### src/rtl/spi_master_tx.sv
// -----------------------------------------------------------------------------
// spi_master_tx
//
// Transmit shift stage of the SPI master. Pulls 32-bit words from the TX FIFO
// over a valid/ready handshake and shifts them out MSB-first, one bit per
// SCLK edge in standard mode or one nibble per edge in quad mode. Shifting is
// paced by tx_edge strobes from the SPI clock generator, which this block
// enables through clk_en_o while it has data to send.
//
// Ports:
//   HCLK           clock
//   HRESETn        asynchronous active-low reset
//   en             start pulse, only looked at while idle
//   tx_edge        one-cycle strobe per SCLK shift edge
//   en_quad_in     1 = quad (4-bit) mode, 0 = standard; captured at start
//   len_in         number of bits to transmit; captured at start
//   data_in        TX word from the FIFO
//   data_in_valid  FIFO has a word available
//   data_in_ready  word taken this cycle (combinational)
//   sdo            serial data out; only sdo[0] is used in standard mode
//   clk_en_o       enables the SCLK generator
//   tx_done        one-cycle pulse at the end of a transfer
// -----------------------------------------------------------------------------
module spi_master_tx #(
    parameter int LEN_W = 16
) (
    input  logic             HCLK,
    input  logic             HRESETn,
    input  logic             en,
    input  logic             tx_edge,
    input  logic             en_quad_in,
    input  logic [LEN_W-1:0] len_in,
    input  logic [31:0]      data_in,
    input  logic             data_in_valid,
    output logic             data_in_ready,
    output logic [3:0]       sdo,
    output logic             clk_en_o,
    output logic             tx_done
);

    typedef enum logic [1:0] {
        IDLE      = 2'd0,
        TRANSMIT  = 2'd1,
        WAIT_DATA = 2'd2
    } state_t;

    state_t           state_reg;
    logic [31:0]      data_int_reg;
    // One bit wider than the length so that a 0xFFFF-bit quad transfer can
    // step past the length without wrapping back to a small value.
    logic [LEN_W:0]   counter_reg;
    logic             quad_reg;
    logic [LEN_W-1:0] len_reg;
    logic             clk_en_reg;
    logic             tx_done_reg;

    logic [LEN_W:0]   counter_step;
    logic [LEN_W:0]   counter_next;
    logic             last_edge;
    logic             word_boundary;
    logic [31:0]      data_shifted;
    logic             len_in_zero;

    // ------------------------------------------------------------------
    // Bit accounting for the current shift edge
    // ------------------------------------------------------------------
    assign counter_step  = quad_reg ? (LEN_W+1)'(4) : (LEN_W+1)'(1);
    assign counter_next  = counter_reg + counter_step;
    // Quad lengths that are not a multiple of four end on the first edge
    // that reaches or passes the length.
    assign last_edge     = (counter_next >= {1'b0, len_reg});
    // Every 32 bits the shift register is empty and needs a fresh word.
    assign word_boundary = (counter_next[4:0] == 5'd0);
    assign data_shifted  = quad_reg ? {data_int_reg[27:0], 4'b0000}
                                    : {data_int_reg[30:0], 1'b0};
    assign len_in_zero   = (len_in == '0);

    // ------------------------------------------------------------------
    // Handshake: a word is taken exactly in the cycle the FSM loads it
    // ------------------------------------------------------------------
    always_comb begin
        data_in_ready = 1'b0;
        case (state_reg)
            IDLE:      data_in_ready = en && !len_in_zero && data_in_valid;
            TRANSMIT:  data_in_ready = tx_edge && !last_edge && word_boundary
                                       && data_in_valid;
            WAIT_DATA: data_in_ready = data_in_valid;
            default:   data_in_ready = 1'b0;
        endcase
    end

    // Serial output straight from the top of the shift register
    assign sdo      = quad_reg ? data_int_reg[31:28] : {3'b000, data_int_reg[31]};
    assign clk_en_o = clk_en_reg;
    assign tx_done  = tx_done_reg;

    // ------------------------------------------------------------------
    // Control FSM and datapath registers
    // ------------------------------------------------------------------
    always_ff @(posedge HCLK or negedge HRESETn) begin
        if (!HRESETn) begin
            state_reg    <= IDLE;
            data_int_reg <= '0;
            counter_reg  <= '0;
            quad_reg     <= 1'b0;
            len_reg      <= '0;
            clk_en_reg   <= 1'b0;
            tx_done_reg  <= 1'b0;
        end else begin
            // tx_done is a single-cycle pulse unless re-armed below
            tx_done_reg <= 1'b0;

            case (state_reg)
                IDLE: begin
                    if (en) begin
                        if (len_in_zero) begin
                            // Nothing to send: acknowledge without touching
                            // the FIFO or the SCLK generator.
                            tx_done_reg <= 1'b1;
                        end else begin
                            len_reg     <= len_in;
                            quad_reg    <= en_quad_in;
                            counter_reg <= '0;
                            if (data_in_valid) begin
                                data_int_reg <= data_in;
                                clk_en_reg   <= 1'b1;
                                state_reg    <= TRANSMIT;
                            end else begin
                                clk_en_reg <= 1'b0;
                                state_reg  <= WAIT_DATA;
                            end
                        end
                    end
                end

                TRANSMIT: begin
                    if (tx_edge) begin
                        counter_reg <= counter_next;
                        if (last_edge) begin
                            tx_done_reg  <= 1'b1;
                            clk_en_reg   <= 1'b0;
                            data_int_reg <= '0;
                            state_reg    <= IDLE;
                        end else if (word_boundary) begin
                            if (data_in_valid) begin
                                // Back-to-back word, no gap on the wire
                                data_int_reg <= data_in;
                            end else begin
                                // FIFO underrun: freeze SCLK until data arrives
                                clk_en_reg <= 1'b0;
                                state_reg  <= WAIT_DATA;
                            end
                        end else begin
                            data_int_reg <= data_shifted;
                        end
                    end
                end

                WAIT_DATA: begin
                    // SCLK is stopped here, so stray tx_edge strobes are ignored
                    if (data_in_valid) begin
                        data_int_reg <= data_in;
                        clk_en_reg   <= 1'b1;
                        state_reg    <= TRANSMIT;
                    end
                end

                default: begin
                    state_reg  <= IDLE;
                    clk_en_reg <= 1'b0;
                end
            endcase
        end
    end

endmodule

### config.mk
export PLATFORM = sky130hd
export DESIGN_NAME = spi_master_tx
export DESIGN_NICKNAME = d
export VERILOG_FILES = /design/src/rtl/spi_master_tx.sv
export SDC_FILE = /design/constraint.sdc
export NUM_CORES = 1
export LEC_CHECK = 0
export CORE_MARGIN = 1.5
export CORE_UTILIZATION = 45
export DETAILED_ROUTE_END_ITERATION = 8
export PLACE_DENSITY_LB_ADDON = 0.12
export SLEW_MARGIN = 5
export SYNTH_ARGS = -nofsm -noshare
export SYNTH_HDL_FRONTEND = slang
export SYNTH_SLANG_ARGS = --single-unit
### constraint.sdc
create_clock -name HCLK -period 5.3 [get_ports HCLK]
set_input_delay 1.325 -clock HCLK [delete_from_list [all_inputs] [get_ports HCLK]]
set_output_delay 1.325 -clock HCLK [all_outputs]
set_load 0.02 [all_outputs]
==> results of run 1 <==
path summary, 6_finish.rpt:
| check | start | to | cells past startpoint |
|---|---|---|---|
| min in group asynchronous | HRESETn | counter_reg[13]$_DFFE_PN0P_ | 1 |
| worst max register to register | quad_reg$_DFFE_PN0P_ | data_int_reg[1]$_DFFE_PN0P_ | 14 |
| max in group asynchronous | HRESETn | data_int_reg[25]$_DFFE_PN0P_ | 2 |
| worst max-delay path | quad_reg$_DFFE_PN0P_ | data_in_ready | 15 |
| worst min register to register | counter_reg[0]$_DFFE_PN0P_ | counter_reg[0]$_DFFE_PN0P_ | 2 |
| worst min-delay path | counter_reg[0]$_DFFE_PN0P_ | counter_reg[0]$_DFFE_PN0P_ | 2 |
synth_stat cells (2+ instances only):
library cell | instances | share of area
sky130_fd_sc_hd__a211oi_1 | 4 | 0.0058
sky130_fd_sc_hd__a21o_1 | 6 | 0.0087
sky130_fd_sc_hd__a21oi_1 | 62 | 0.060
sky130_fd_sc_hd__a22o_1 | 13 | 0.022
sky130_fd_sc_hd__a22oi_1 | 2 | 0.0029
sky130_fd_sc_hd__a311oi_1 | 3 | 0.0051
sky130_fd_sc_hd__a31oi_1 | 2 | 0.0024
sky130_fd_sc_hd__and2_1 | 4 | 0.0048
sky130_fd_sc_hd__and3_1 | 6 | 0.0072
sky130_fd_sc_hd__buf_2 | 18 | 0.017
sky130_fd_sc_hd__clkbuf_1 | 28 | 0.020
sky130_fd_sc_hd__dfrtp_1 | 70 | 0.34
sky130_fd_sc_hd__ha_1 | 19 | 0.046
sky130_fd_sc_hd__inv_1 | 21 | 0.015
sky130_fd_sc_hd__mux2_2 | 18 | 0.039
sky130_fd_sc_hd__mux2i_1 | 60 | 0.12
sky130_fd_sc_hd__nand2_1 | 18 | 0.013
sky130_fd_sc_hd__nand2b_1 | 4 | 0.0048
sky130_fd_sc_hd__nand3_1 | 8 | 0.0077
sky130_fd_sc_hd__nand4_1 | 7 | 0.0084
sky130_fd_sc_hd__nor2_1 | 77 | 0.056
sky130_fd_sc_hd__nor2b_1 | 3 | 0.0036
sky130_fd_sc_hd__nor3_1 | 35 | 0.034
sky130_fd_sc_hd__nor4_1 | 5 | 0.0060
sky130_fd_sc_hd__o21ai_0 | 37 | 0.036
sky130_fd_sc_hd__o21ai_1 | 6 | 0.0058
sky130_fd_sc_hd__o22ai_1 | 2 | 0.0024
sky130_fd_sc_hd__o31ai_1 | 3 | 0.0043
sky130_fd_sc_hd__o32ai_1 | 28 | 0.047
sky130_fd_sc_hd__o41ai_1 | 2 | 0.0034
sky130_fd_sc_hd__or3_1 | 2 | 0.0024
sky130_fd_sc_hd__xnor2_1 | 8 | 0.013
sky130_fd_sc_hd__xor2_1 | 5 | 0.0084
critical path, delay by kind of cell (launching register included):
| kind | cells | cell delay [ps] |
|---|---|---|
| AOI/OAI and AO/OA | 3 | 650 |
| xor gates and xnor gates | 1 | 250 |
| adders and majority gates | 3 | 790 |
| buffers and inverters | 3 | 510 |
| DFF | 1 | 420 |
| and+or+nand+nor | 5 | 830 |
metrics by stage:
| stage | total power [mW] | std cells | setup slack, ps | hold slack (ps) | area (um2) |
|---|---|---|---|---|---|
| 2_1_floorplan | 2.76 | 603 | 111 | 456 | 5200 |
| 3_3_place_gp | 3.34 | 774 | 233 | 484 | 5910 |
| 3_5_place_dp | 3.41 | 774 | 87.6 | 489 | 5910 |
| 4_1_cts | 4.14 | 789 | 13.1 | 501 | 6250 |
| 5_1_grt | 4.47 | 791 | 8.33 | 537 | 6270 |
| 6_report | 4.16 | 791 | 194 | 493 | 6270 |
per-layer routing:
metal	vias to the layer above	wire (um)	track usage
met2	168	6640	0.368
met1	2364	7070	0.354
met3	10	843	0.0467
met4	0	129	0.0675
li1	2311	-	-
met5	-	0	0
kinds of logic (layout without fill, tap and decap cells):
logic type,Yosys count,count (layout)
simple gates,174,174
fa+ha+maj,19,19
compound gates,180,180
xor+xnor,13,13
buf+inv,69,114
flops,70,70
mux,78,78
report_power, final:
part	total (mW)	switching [mW]	internal [mW]
logic	2.47	1.53	0.932
registers	0.988	0.222	0.766
clock network	0.704	0.247	0.457
final cells by class:
class | count | area [um2]
Multi-Input combinational cell | 464 | 3200
Inverter | 21 | 78.8
Timing Repair Buffer | 78 | 721
Fill cell | 1047 | 5050
Clock inverter | 6 | 111
Clock buffer | 9 | 225
Sequential cell | 70 | 1750
Tap cell | 143 | 179
repair_timing:
item                       CTS  global route
setup buffers                0             2
pin swaps                    0             1
setup endpoints to repair    1             1
resized for setup            2             4
==> metrics list, run 1 <==
- Setup Skew: roughly 7 ps
* Startpoint Class: flop
* Core occupancy in the finished layout: 0.554
* RD Place Congestion: ~0.9
* Multiplexer fraction of the synthesized cell area: 0.155
- Die Y-Extent: 110 um
- Detail-routed net length per standard cell: between 15 and 20 um
- Worst setup path category: reg2out
- When the netlist entered floorplanning its net count stood at slightly below 700.
- Crit path cell chain: inv_1 > ha_1 > ha_2 > a21oi_2 > nor4b_4 > nand3_1 > xnor2_1 > ha_1 > nand3_1 > nor4_1 > a221oi_1 > buf_4 > nand3_2 > o31ai_2 > clkbuf_2
- Total of warnings raised by yosys: 0
- Highest-count cells in the layout ignoring fill and taps: sky130_fd_sc_hd__nor2_1, sky130_fd_sc_hd__dfrtp_1, sky130_fd_sc_hd__a21oi_1
- For this run, the total global-route usage over all layers was measured as 0.243.
- Using the TritonRoute via totals, the vias-per-cell ratio works out to about 6.1.
- Via count of the first global-routing pass: about 4,800
* Flops & latches, synth: 70
* Clock period minus worst slack: slightly above 5000 ps
- Top-level port count: 61
- The final route contains around 4,900 vias.
- Share of flip-flops with an asynchronous set or reset: 1.00
* Slowest cell on the critical path: sky130_fd_sc_hd__dfrtp_2
- Counting every instance in the synthesized netlist gives about 600.
- Core Area: 11,300 um2
* Data required time at the worst endpoint: 3970 ps
* Min-delay worst type: reg2reg
- Unrepaired setup endpoints after global routing: no
- TritonCTS built the clock tree.
- Max reg flops: 32
- Tightest Pin Transition: 1150 ps
- Max capacitance violation total: 0
* Overall die width: between 100 and 150 um
- Of the total synthesized cell area, the portion taken by AND, OR, NAND and NOR gates is 0.160.
- Remaining global-route overflow: 0
- The max-slew violation total from the final report is 0.
- Max FO, Critical Path: 5
- Power density over the cells: 663 nW/um2
- ANT cells: 0
- Static leakage: about 2.8 nW
- Arrival @ worst endpoint: approximately 3800 ps
- Largest family of logic cells by synthesized area: compound AO/OA/AOI/OAI gates
- In the final timing run, aggregate negative setup slack is 0 ps.
- The area fraction in compound gates after synthesis was 0.226.
* Worst setup slack for register-to-register paths: slightly below 1000 ps
- DRC marker count from the first detailed-route iteration: a little under 500
- Area growth syn-to-layout: 20.6%
- Entering global routing, the biggest net connects 69 pins.
- Length of the first detailed-routing pass in iterations: 6
- Share of the clock period used by the worst path: 0.963
* Count of input and output buffers: 60
* Total clock buffers created by CTS: 9
- The first global-routing pass estimated 24.3 mm of wire.
- Predominant post-synthesis flop cell: sky130_fd_sc_hd__dfrtp_1
- Hold repair after CTS inserted 0 buffers.
- Detailed-route wire length: between 10 and 15 mm
- The H-tree was split into 3 levels.
- Of the total synthesized cell area, the portion taken by XOR and XNOR cells is 0.0219.
* Number of sinks driven by the clock tree: 70
* Worst slew margin: 0.236
* Post-synth EDFFs: 0
* Result of the run: complete, no violations
* Final setup violation count: 0
* Seq/Total Area, Yosys: 0.337
* Post-synthesis average cell area: between 8 and 9 um2
- Number of buffers on the longest clock path: 2
- The floorplan has 39 rows.
* Most frequent standard cell in the layout excluding fill and tap cells: sky130_fd_sc_hd__nor2_1
- The floorplan step defined a die boundary enclosing about 12,000 um2.
- For this configuration, the core starts out at a cell density of 0.459.
- In this run the cell area of the synthesized design comes to approximately 5200 um2.
* Kind of end point of the critical path: output port
- For this run, the slowest stage of the critical path takes 420 ps.
- Adder-cell area share of the yosys netlist: 0.0457
- After legalization and detailed placement, the total HPWL measured approximately 9.5 mm.
- Initial antenna violation count: 0
* Clock transition at the register clock pins on the worst setup and hold paths after CTS: roughly 60 ps
- In this run the remaining antenna-violating nets after routing total 0.
- Across the VDD grid, the largest voltage drop is 0.496 mV.
* Layout cell share with drive strength beyond 1: 0.114
- Remaining DRCs: 0
- After synthesis, the netlist uses 50 different library cells.
* Final Net Count: 717
- Final hold violation count: 0
* Fmax: about 0.20 GHz
* Clk root buf: sky130_fd_sc_hd__clkbuf_16
- The clock reaches the later pin of the worst-skew pair after ~340 ps.
(Power assumes the default switching activity.)
==> run 2: changes to the inputs <==
- CAP_MARGIN: default -> 15
==> metrics list, run 2 (synthesized netlist as in run 1, its figures left out) <==
* Result of the run: complete, no violations
- Relative to the synthesized area, the layout overhead comes to 21.2%.
- Core Area: 11,300 um2
* Number of buffers on the longest clock path: 2
- Of all nets on the critical path, the largest fanout is 5.
* Wire length on met1: 7.03 mm
* ANT cells: 0
- The tree is rooted in a sky130_fd_sc_hd__clkbuf_16.
- Pin count of the biggest net entering global routing: between 60 and 70
* Kind of end point of the critical path: output port
- The tool flagged a number of max-cap violations equal to 0.
* Largest delay share family, worst path: simple AND/OR/NAND/NOR gates
* Total via count after detailed routing: 4,864
- The detailed router finished its first iteration with ~400 violations.
* Detailed-route wire length: roughly 15 mm
- Power density over the cells: 665 nW/um2
* Number of sinks driven by the clock tree: 70
- Setup slack on the critical path of the routed design comes to between 150 and 200 ps.
- Fmax: between 0.15 and 0.2 GHz
- Of the available clock period, the critical path in the final layout requires 0.963.
- After clock tree synthesis, the flow added hold-fix buffers numbering 0.
- From bottom edge to top edge, the die measures between 100 and 150 um.
- Final hold violation count: 0
- Critical path buffers and inverters: 3
- The via count of the first global-routing pass is about 4,800.
- Max-slew violations: 0
- The slowest stage of the critical path is the sky130_fd_sc_hd__dfrtp_2 cell.
- Post-Place Setup Slack: ~90 ps
* Total clock buffers created by CTS: 9
* Crit path cell chain: inv_1 > ha_1 > ha_2 > a21oi_2 > nor4b_4 > nand3_1 > xnor2_1 > ha_1 > nand3_1 > nor4_1 > a221oi_1 > buf_4 > nand3_2 > o31ai_2 > clkbuf_2
- The tightest min-delay check is of the reg2reg type.
* Top-level port count: 61
- Adding up every negative setup slack in the final design gives 0 ps.
- The initial antenna violation count was 0.
- For the pin with the worst max-slew slack, the measured transition is about 1100 ps.
- Measured against its own limit, the worst slew margin works out to 0.250.
- Setup Skew: 7.08 ps
* Initial cell density of the core: 0.459
- The H-tree generated during clock tree synthesis spans 3 levels.
- Max VDD drop: roughly 0.5 mV
- In the detailed route, the total length drawn on met3 is between 800 and 900 um.
* Layout cell share with drive strength beyond 1: 0.116
* TritonCTS clock tree: yes
* Clock period minus worst slack: approximately 5000 ps
* Count of input and output buffers: 60
- Final ANT Viol Nets: 0
* Highest-count cells in the layout ignoring fill and taps: sky130_fd_sc_hd__nor2_1, sky130_fd_sc_hd__dfrtp_1, sky130_fd_sc_hd__a21oi_1
* Unrepaired setup endpoints after global routing: no
- Clock insertion delay at the later pin of the skew report: 340 ps
- Counting the fill cells in the layout gives approximately 1,000.
* Wire length of the first global-routing pass: approximately 24 mm
- Die area: about 12,000 um2
- In the global route stage, overall resource usage came out at 0.243.
- The register with the most flip-flops in the layout has 32 of them.
- Crit path largest cell delay: 420 ps
- Dividing the detail-routed wire length by the instance count gives 18.5 um.
- Clock-pin slew was measured on the worst setup and hold paths at 60 ps.
- After detailed routing, the number of vias per cell comes to slightly above 6.
- Most frequent standard cell in the layout excluding fill and tap cells: sky130_fd_sc_hd__nor2_1
- Overall power after layout: between 4 and 5 mW
- Final setup violation count: 0
* Arrival @ worst endpoint: ~3800 ps
- In this run the top signal layer used is met4.
- For this design the static power due to leakage is 2.80 nW.
- Data required time at the worst endpoint: 3970 ps
- RD Place Congestion: approximately 0.9
* Remaining DRCs: 0
* Overall die width: 110 um
- The routed design uses approximately 6.6 mm of met2 wire.
- Worst setup path category: reg2out
- Startpoint Class: flop
- In this run the core area contains 39 standard-cell rows.
- Length of the first detailed-routing pass in iterations: 5
* Final Net Count: slightly above 700
* Remaining global-route overflow: 0
- After legalization and detailed placement, the total HPWL measured about 9.5 mm.
-- run 2: changes by cell type in the layout (fill, tap and decap cells not counted), sizes merged --
cell,change
buf,+1
-- run 2: stage by stage --
step                 util  area, um2  cells  hold slack [ps]
floorplan               -       5200    603              456
global placement    0.522       5910    774              484
detailed placement  0.522       5910    774              489
CTS                 0.552       6250    789              501
global route        0.556       6300    792              537
finish              0.556       6300    792              494
-- run 2: power by group --
group          switching, mW  total (mW)  internal, mW  leakage [nW]
logic                   1.54        2.50         0.954          1.76
registers              0.223       0.989         0.766         0.875
clock network          0.247       0.704         0.457         0.161
-- run 2: final cells by class --
class / instances / area [um2] / share of cell area
clock inverter: 6 / 111 / 0.0177
tap: 143 / 179 / 0.0284
multi-input combinational: 464 / 3200 / 0.508
clock buffer: 9 / 225 / 0.0358
sequential: 70 / 1750 / 0.279
inverter: 21 / 78.8 / 0.0125
timing repair buffer: 79 / 748 / 0.119
-- run 2: layer usage --
metal | up-vias | global-route usage
met5 | - | 0
met1 | 2352 | 0.354
met3 | 12 | 0.0467
met4 | 0 | 0.0675
met2 | 191 | 0.368
li1 | 2309 | -
-- run 2: final timing paths --
| kind | start | end | slack (ps) | cells after the start |
|---|---|---|---|---|
| max reg2reg | quad_reg$_DFFE_PN0P_ | data_int_reg[1]$_DFFE_PN0P_ | 970 | 14 |
| min reg2reg | counter_reg[0]$_DFFE_PN0P_ | counter_reg[0]$_DFFE_PN0P_ | 490 | 2 |
| max in group asynchronous | HRESETn | data_int_reg[25]$_DFFE_PN0P_ | 3200 | 2 |
| min | counter_reg[0]$_DFFE_PN0P_ | counter_reg[0]$_DFFE_PN0P_ | 490 | 2 |
| max | quad_reg$_DFFE_PN0P_ | data_in_ready | 190 | 15 |
| min in group asynchronous | HRESETn | counter_reg[13]$_DFFE_PN0P_ | 1090 | 1 |
-- run 2: repair_timing --
action                     CTS  global route
setup endpoints to repair    1             1
buffers inserted             0             2
resized for setup            2             4
pin swaps                    0             1
-- run 2: worst register-to-register path, cell delays in order (launching register included) --
cell                       delay (ps)
sky130_fd_sc_hd__dfrtp_2          420
sky130_fd_sc_hd__inv_1            140
sky130_fd_sc_hd__ha_1             240
sky130_fd_sc_hd__ha_2             260
sky130_fd_sc_hd__a21oi_2          120
sky130_fd_sc_hd__nor4b_4          310
sky130_fd_sc_hd__nand3_1          140
sky130_fd_sc_hd__xnor2_1          250
sky130_fd_sc_hd__ha_1             290
sky130_fd_sc_hd__nand3_1          150
sky130_fd_sc_hd__nor4_1            80
sky130_fd_sc_hd__a221oi_1         250
sky130_fd_sc_hd__buf_4            170
sky130_fd_sc_hd__nand4_2          850
sky130_fd_sc_hd__a211oi_1         560
